--- src/rtl/master_bridge_sync_fifo_if.sv ---
// Handshake and status bundle for the master bridge synchronous FIFO.
// The producer/consumer logic uses the master modport; the FIFO uses the slave modport.
interface master_bridge_sync_fifo_if #(
   parameter int unsigned DATA_WIDTH = 32,
   parameter int unsigned CNT_WIDTH  = 4
);
   logic                  i_flush;
   logic                  i_w_inc;
   logic [DATA_WIDTH-1:0] i_w_data;
   logic                  i_r_inc;
   logic [DATA_WIDTH-1:0] o_r_data;
   logic                  o_r_valid;
   logic                  o_w_full_flag;
   logic                  o_r_empty_flag;
   logic                  o_almost_full;
   logic                  o_almost_empty;
   logic [CNT_WIDTH-1:0]  o_count;
   logic                  o_overflow;
   logic                  o_underflow;

   modport master (
      output i_flush, i_w_inc, i_w_data, i_r_inc,
      input  o_r_data, o_r_valid, o_w_full_flag, o_r_empty_flag,
      input  o_almost_full, o_almost_empty, o_count, o_overflow, o_underflow
   );

   modport slave (
      input  i_flush, i_w_inc, i_w_data, i_r_inc,
      output o_r_data, o_r_valid, o_w_full_flag, o_r_empty_flag,
      output o_almost_full, o_almost_empty, o_count, o_overflow, o_underflow
   );
endinterface

--- src/rtl/master_bridge_sync_fifo.sv ---
// Single-clock FIFO with occupancy count, almost-full/empty thresholds, FWFT or
// registered read, synchronous flush and sticky overflow/underflow flags.
module master_bridge_sync_fifo #(
   parameter int unsigned DATA_WIDTH    = 32,
   parameter int unsigned ADDR_WIDTH    = 3,
   parameter int unsigned FIFO_DEPTH    = 8,
   parameter int unsigned CNT_WIDTH     = ADDR_WIDTH + 1,
   parameter int unsigned AFULL_THRESH  = FIFO_DEPTH - 2,
   parameter int unsigned AEMPTY_THRESH = 1,
   parameter bit          FWFT          = 1'b1
) (
   input logic                      i_clk,
   input logic                      i_rst,
   master_bridge_sync_fifo_if.slave bus
);

   localparam logic [CNT_WIDTH-1:0] DepthCnt  = CNT_WIDTH'(FIFO_DEPTH);
   localparam logic [CNT_WIDTH-1:0] AfullCnt  = CNT_WIDTH'(AFULL_THRESH);
   localparam logic [CNT_WIDTH-1:0] AemptyCnt = CNT_WIDTH'(AEMPTY_THRESH);

   logic [DATA_WIDTH-1:0] mem_q [FIFO_DEPTH];
   logic [ADDR_WIDTH-1:0] wr_ptr_q, wr_ptr_d;
   logic [ADDR_WIDTH-1:0] rd_ptr_q, rd_ptr_d;
   logic [CNT_WIDTH-1:0]  count_q, count_d;
   logic                  overflow_q, overflow_d;
   logic                  underflow_q, underflow_d;
   logic                  full, empty, wr_acc, rd_acc;

   assign full  = (count_q == DepthCnt);
   assign empty = (count_q == '0);

   // Flush wins over both sides, so neither request is accepted in a flush cycle.
   assign wr_acc = bus.i_w_inc & ~full & ~bus.i_flush;
   assign rd_acc = bus.i_r_inc & ~empty & ~bus.i_flush;

   always_comb begin
      wr_ptr_d    = wr_ptr_q;
      rd_ptr_d    = rd_ptr_q;
      count_d     = count_q;
      overflow_d  = overflow_q;
      underflow_d = underflow_q;
      if (bus.i_flush) begin
         wr_ptr_d    = '0;
         rd_ptr_d    = '0;
         count_d     = '0;
         overflow_d  = 1'b0;
         underflow_d = 1'b0;
      end else begin
         if (wr_acc) wr_ptr_d = wr_ptr_q + ADDR_WIDTH'(1);
         if (rd_acc) rd_ptr_d = rd_ptr_q + ADDR_WIDTH'(1);
         if (wr_acc && !rd_acc) begin
            count_d = count_q + CNT_WIDTH'(1);
         end else if (rd_acc && !wr_acc) begin
            count_d = count_q - CNT_WIDTH'(1);
         end
         if (bus.i_w_inc && full)  overflow_d  = 1'b1;
         if (bus.i_r_inc && empty) underflow_d = 1'b1;
      end
   end

   always_ff @(posedge i_clk or posedge i_rst) begin
      if (i_rst) begin
         wr_ptr_q    <= '0;
         rd_ptr_q    <= '0;
         count_q     <= '0;
         overflow_q  <= 1'b0;
         underflow_q <= 1'b0;
      end else begin
         wr_ptr_q    <= wr_ptr_d;
         rd_ptr_q    <= rd_ptr_d;
         count_q     <= count_d;
         overflow_q  <= overflow_d;
         underflow_q <= underflow_d;
      end
   end

   // Storage carries no reset; contents are meaningless until written.
   always_ff @(posedge i_clk) begin
      if (wr_acc) mem_q[wr_ptr_q] <= bus.i_w_data;
   end

   if (FWFT) begin : g_fwft
      always_comb begin
         bus.o_r_data  = empty ? '0 : mem_q[rd_ptr_q];
         bus.o_r_valid = ~empty;
      end
   end else begin : g_reg_read
      logic [DATA_WIDTH-1:0] r_data_q;
      logic                  r_valid_q;

      // Flush leaves the last read word in place; only the valid pulse is suppressed.
      always_ff @(posedge i_clk or posedge i_rst) begin
         if (i_rst) begin
            r_data_q  <= '0;
            r_valid_q <= 1'b0;
         end else begin
            r_valid_q <= rd_acc;
            if (rd_acc) r_data_q <= mem_q[rd_ptr_q];
         end
      end

      always_comb begin
         bus.o_r_data  = r_data_q;
         bus.o_r_valid = r_valid_q;
      end
   end

   always_comb begin
      bus.o_w_full_flag  = full;
      bus.o_r_empty_flag = empty;
      bus.o_almost_full  = (count_q >= AfullCnt);
      bus.o_almost_empty = (count_q <= AemptyCnt);
      bus.o_count        = count_q;
      bus.o_overflow     = overflow_q;
      bus.o_underflow    = underflow_q;
   end

endmodule

--- src/flat_wrapper.sv ---
// flat-port wrapper written by rule: the top's interface ports become plain ports
module master_bridge_sync_fifo_flat 
#(
   parameter int unsigned DATA_WIDTH    = 32,
   parameter int unsigned ADDR_WIDTH    = 3,
   parameter int unsigned FIFO_DEPTH    = 8,
   parameter int unsigned CNT_WIDTH     = ADDR_WIDTH + 1,
   parameter int unsigned AFULL_THRESH  = FIFO_DEPTH - 2,
   parameter int unsigned AEMPTY_THRESH = 1,
   parameter bit          FWFT          = 1'b1
)
  (i_clk, i_rst, bus_i_flush, bus_i_w_inc, bus_i_w_data, bus_i_r_inc, bus_o_r_data, bus_o_r_valid, bus_o_w_full_flag, bus_o_r_empty_flag, bus_o_almost_full, bus_o_almost_empty, bus_o_count, bus_o_overflow, bus_o_underflow);
  master_bridge_sync_fifo_if #(.DATA_WIDTH(DATA_WIDTH), .CNT_WIDTH(CNT_WIDTH)) bus_i ();
  input logic i_clk;
  input logic i_rst;
  input wire logic [$bits(bus_i.i_flush)-1:0] bus_i_flush;
  input wire logic [$bits(bus_i.i_w_inc)-1:0] bus_i_w_inc;
  input wire logic [$bits(bus_i.i_w_data)-1:0] bus_i_w_data;
  input wire logic [$bits(bus_i.i_r_inc)-1:0] bus_i_r_inc;
  output wire logic [$bits(bus_i.o_r_data)-1:0] bus_o_r_data;
  output wire logic [$bits(bus_i.o_r_valid)-1:0] bus_o_r_valid;
  output wire logic [$bits(bus_i.o_w_full_flag)-1:0] bus_o_w_full_flag;
  output wire logic [$bits(bus_i.o_r_empty_flag)-1:0] bus_o_r_empty_flag;
  output wire logic [$bits(bus_i.o_almost_full)-1:0] bus_o_almost_full;
  output wire logic [$bits(bus_i.o_almost_empty)-1:0] bus_o_almost_empty;
  output wire logic [$bits(bus_i.o_count)-1:0] bus_o_count;
  output wire logic [$bits(bus_i.o_overflow)-1:0] bus_o_overflow;
  output wire logic [$bits(bus_i.o_underflow)-1:0] bus_o_underflow;
  assign bus_i.i_flush = bus_i_flush;
  assign bus_i.i_w_inc = bus_i_w_inc;
  assign bus_i.i_w_data = bus_i_w_data;
  assign bus_i.i_r_inc = bus_i_r_inc;
  assign bus_o_r_data = bus_i.o_r_data;
  assign bus_o_r_valid = bus_i.o_r_valid;
  assign bus_o_w_full_flag = bus_i.o_w_full_flag;
  assign bus_o_r_empty_flag = bus_i.o_r_empty_flag;
  assign bus_o_almost_full = bus_i.o_almost_full;
  assign bus_o_almost_empty = bus_i.o_almost_empty;
  assign bus_o_count = bus_i.o_count;
  assign bus_o_overflow = bus_i.o_overflow;
  assign bus_o_underflow = bus_i.o_underflow;
  master_bridge_sync_fifo #(.DATA_WIDTH(DATA_WIDTH), .ADDR_WIDTH(ADDR_WIDTH), .FIFO_DEPTH(FIFO_DEPTH), .CNT_WIDTH(CNT_WIDTH), .AFULL_THRESH(AFULL_THRESH), .AEMPTY_THRESH(AEMPTY_THRESH), .FWFT(FWFT)) u_core (.i_clk(i_clk), .i_rst(i_rst), .bus(bus_i));
endmodule
--- config.mk ---
export PLATFORM = sky130hd
export DESIGN_NAME = master_bridge_sync_fifo_flat
export DESIGN_NICKNAME = d
export VERILOG_FILES = /design/src/rtl/master_bridge_sync_fifo_if.sv /design/src/rtl/master_bridge_sync_fifo.sv /design/src/flat_wrapper.sv
export SDC_FILE = /design/constraint.sdc
export NUM_CORES = 1
export LEC_CHECK = 0
export BUFFER_PORTS_ARGS = -buffer_cell sky130_fd_sc_hd__buf_2
export CORE_MARGIN = 1
export CORE_UTILIZATION = 39
export DETAILED_ROUTE_END_ITERATION = 7
export PLACE_DENSITY = 0.64
export SLEW_MARGIN = 20
export SYNTH_ARGS = -nofsm -noshare
export SYNTH_HDL_FRONTEND = slang
export SYNTH_SLANG_ARGS = --single-unit
export TNS_END_PERCENT = 30
--- constraint.sdc ---
create_clock -name i_clk -period 4 [get_ports i_clk]
set_clock_uncertainty 0.05 [all_clocks]
set_input_delay 0.4 -clock i_clk [delete_from_list [all_inputs] [get_ports i_clk]]
set_output_delay 0.4 -clock i_clk [all_outputs]
set_load 0.02 [all_outputs]
==> out/results.md <==
- data required time at the worst endpoint: 3.55 ns
- count of final hold-check violations: 0
- per-cell routed wire length: 21.39 um
- cell-by-cell listing of the critical path: inv_1 > ha_1 > or3b_1 > inv_2 > nor2_1 > buf_2
- Ys Warns: 0
- critical path data arrival time: 2.81 ns
- sequential share of the synthesized area: 0.7522
- Worst Setup Slack post-DPL: 0.9044 ns
- vertical die dimension: 167.0 um
- worst skew pair latency: 0.52 ns
- number of antenna violations at the first check in global routing: 3
- post-synthesis instance area: 10,620 sq um
- Largest stage delay, worst path: 0.57 ns
- residual antenna-violating net count after detailed routing: 0
- type of the tightest min-delay check: primary input to flip-flop
- maximum number of pins on one net before global-route repair: 35
- switching power: 2.395 mW
- number of I/O pins: 80
- largest fanout on the critical path: 34
- sum of routed wire length over all layers: 20.71 mm
- flops & latches, synth: 268
- Final Critical Period: 3.258 ns
- reported leakage power: 4.020 nW
- Hold Buf Count CTS: 1
- Gate Count Post-Synth: 509
- gpl congestion: 0.8234
- Pins Over Slew Limit: 0
- GR Overflow Total: 0
- share of synthesized flip-flops with an asynchronous set or reset: 0.04478
- layout overhead on the synthesized area: 16.39%
- internal cell power: 5.514 mW
- quantity of I/O buffers inserted on ports: 79
- TritonCTS clock tree: yes
- placed wire-length estimate after detailed placement: 12.22 mm
- number of detailed-route iterations in the first pass: 6
- floorplan die width: 167.0 um
- H-tree depth reported by CTS: 1
- highest-count cells in the layout ignoring fill and taps: edfxtp_1, buf_2, mux4_2, nor2_1, mux2i_1
- number of distinct library cells after synthesis: 39
- relative max-transition margin: 0.4051
- part of the total power dissipated in sequential elements: 0.425
- PnR worst setup slack: 0.7423 ns
- cell types with the largest area share after synthesis: edfxtp_1, mux4_2, mux2i_1
- Die ar.: 27,890 sq um
- crit path buf inv count: 3
- largest buffer count on any clock path: 3
- count of routing violations after the opening detailed-route iteration: 404
- maxcap violations: 0
- number of flops mapped to enable cells by yosys: 256
- wire length of the first global-routing pass: 32.51 mm
- part of the total power dissipated in the clock network: 0.307
- buffer cell driving the clock tree root: clkbuf_16
- type of destination of the critical path: output port
- final worst path period share: 0.8144
- PostCTS Resize Cnt: 0
- number of vias after detailed routing: 5,084
- slew at the pin with the worst max-slew slack: 0.8902 ns
- areal power density over the cells: 639.9 nW/um^2
- top cell family by delay on the critical path: buffers and inverters
- outcome: finished, final reports clean
- setup repair after global routing missed its margin: no
- highest achievable clock rate: 0.3070 GHz
- area of the placeable core: 26,800 sq um
- register-to-register setup slack: 0.93 ns
- kind of critical path: flip-flop to output port
- Clock Sink Count: 268
- Post-layout nets: 649
- most common cell after layout, fill and taps aside: edfxtp_1
- Critical Path Source Type: flip-flop
- total nets after synthesis: 552
- combinational group share of total power: 0.268
- number of DRC violations after detailed routing: 0
- slowest stage cell, crit path: inv_2
- net switching share of the total power: 0.3028
- total power after layout: 7.909 mW
- number of buffers added for setup after CTS: 0
- library cell with the largest summed area after synthesis: edfxtp_1
- Top FF cell, synth: edfxtp_1
- starting utilization of the core area: 0.3962
- total clock buffers created by CTS: 27
- drt via density: 5.252
- maximum vdd ir drop: 329.1 uV
- setup TNS: 0 ns
- combined global-route utilization of all metal layers: 0.1527
- vias in the first global route: 5,470
- number of placement rows: 60
- Worst-path clk slew: 0.06 ns
- Post-Synthesis Mean Instance Area: 20.86 sq um
- final setup fails: 0
- fraction of synthesized cell area taken by the top area cell type: 0.7239
- fraction of final layout cells with drive strength greater than 1: 0.3466
-- layer usage --
metal / global-route usage / vias up / share of wire
met1: 0.2074 / 2667 / 0.45
met4: 0.05153 / 4 / 0.023
met3: 0.02899 / 31 / 0.044
li1: - / 2269 / -
met5: 0 / - / 0.0013
met2: 0.2478 / 113 / 0.48
-- per-stage QoR --
stage	std cells	util	hold WS [ns]	instance area, sq um
after global placement	917	0.4286	0.3834	11490
after floorplan	509	-	0.2147	10620
after detailed placement	917	0.4287	0.3954	11490
after CTS	967	0.4611	0.07547	12360
after global routing	968	0.4612	0.08727	12360
final	968	0.4612	0.09887	12360
-- layout make-up --
class	count	area, sq um
antenna	1	2.502
clock buffer	39	750.7
clock inverter	10	107.6
fill	2232	14440
inverter	6	22.52
multi-input combinational	208	2497
sequential	268	7996
tap	341	426.7
timing repair buffer	95	555.5
-- final timing paths --
check | cells past startpoint | from | end
setup / recovery | 6 | u_core.bus.o_count[0] | bus_o_r_data[28]
setup reg to reg | 7 | u_core.bus.o_count[0] | u_core.mem_q[4][9]
min in group asynchronous | 3 | i_rst | u_core.bus.o_count[1]
hold reg to reg | 2 | u_core.bus.o_underflow | u_core.bus.o_underflow
hold / removal | 1 | bus_i_w_data[18] | u_core.mem_q[2][18]
max in group asynchronous | 3 | i_rst | u_core.rd_ptr_q[2]
-- cells in the mapped netlist (all sizes together) (3+ instances only) --
cell    count
a21oi       5
mux2        3
clkbuf      3
inv         6
nand3       4
xor2        5
buf        24
mux2i      32
nand2       5
edfxtp    256
nor2b       4
o21ai       4
ha          6
nand2b      6
nor3        4
nor2       48
dfrtp      12
mux4       64
-- power groups by stage --
stage | sequential [mW] | clock (mW) | combinational, mW
floorplan | 3.34 | 0 | 1.62
global placement | 3.42 | 0 | 2.14
detailed placement | 3.43 | 0 | 2.16
CTS | 3.37 | 2.47 | 2.17
global route | 3.39 | 2.59 | 2.31
finish | 3.36 | 2.43 | 2.12
-- logic make-up (layout without fill, tap and decap cells) --
family / Yosys count / after routing / share of synthesized area
AO/OA/AOI/OAI: 17 / 17 / 0.01214
XOR/XNOR: 5 / 5 / 0.004124
adder cells (fa/ha/maj): 6 / 6 / 0.007069
buffers and inverters: 33 / 150 / 0.01850
flip-flops: 268 / 268 / 0.7522
multiplexers: 99 / 99 / 0.1691
other: 0 / 1 / 0
AND/OR/NAND/NOR: 81 / 81 / 0.03688
-- registers in the layout, summed over array words and instances (netlist names) --
register / flops
u_core.bus.o_underflow: 1
u_core.rd_ptr_q: 3
u_core.bus.o_overflow: 1
u_core.wr_ptr_q: 3
u_core.bus.o_count: 4
u_core.mem_q: 256
(Power assumes the default switching activity.)
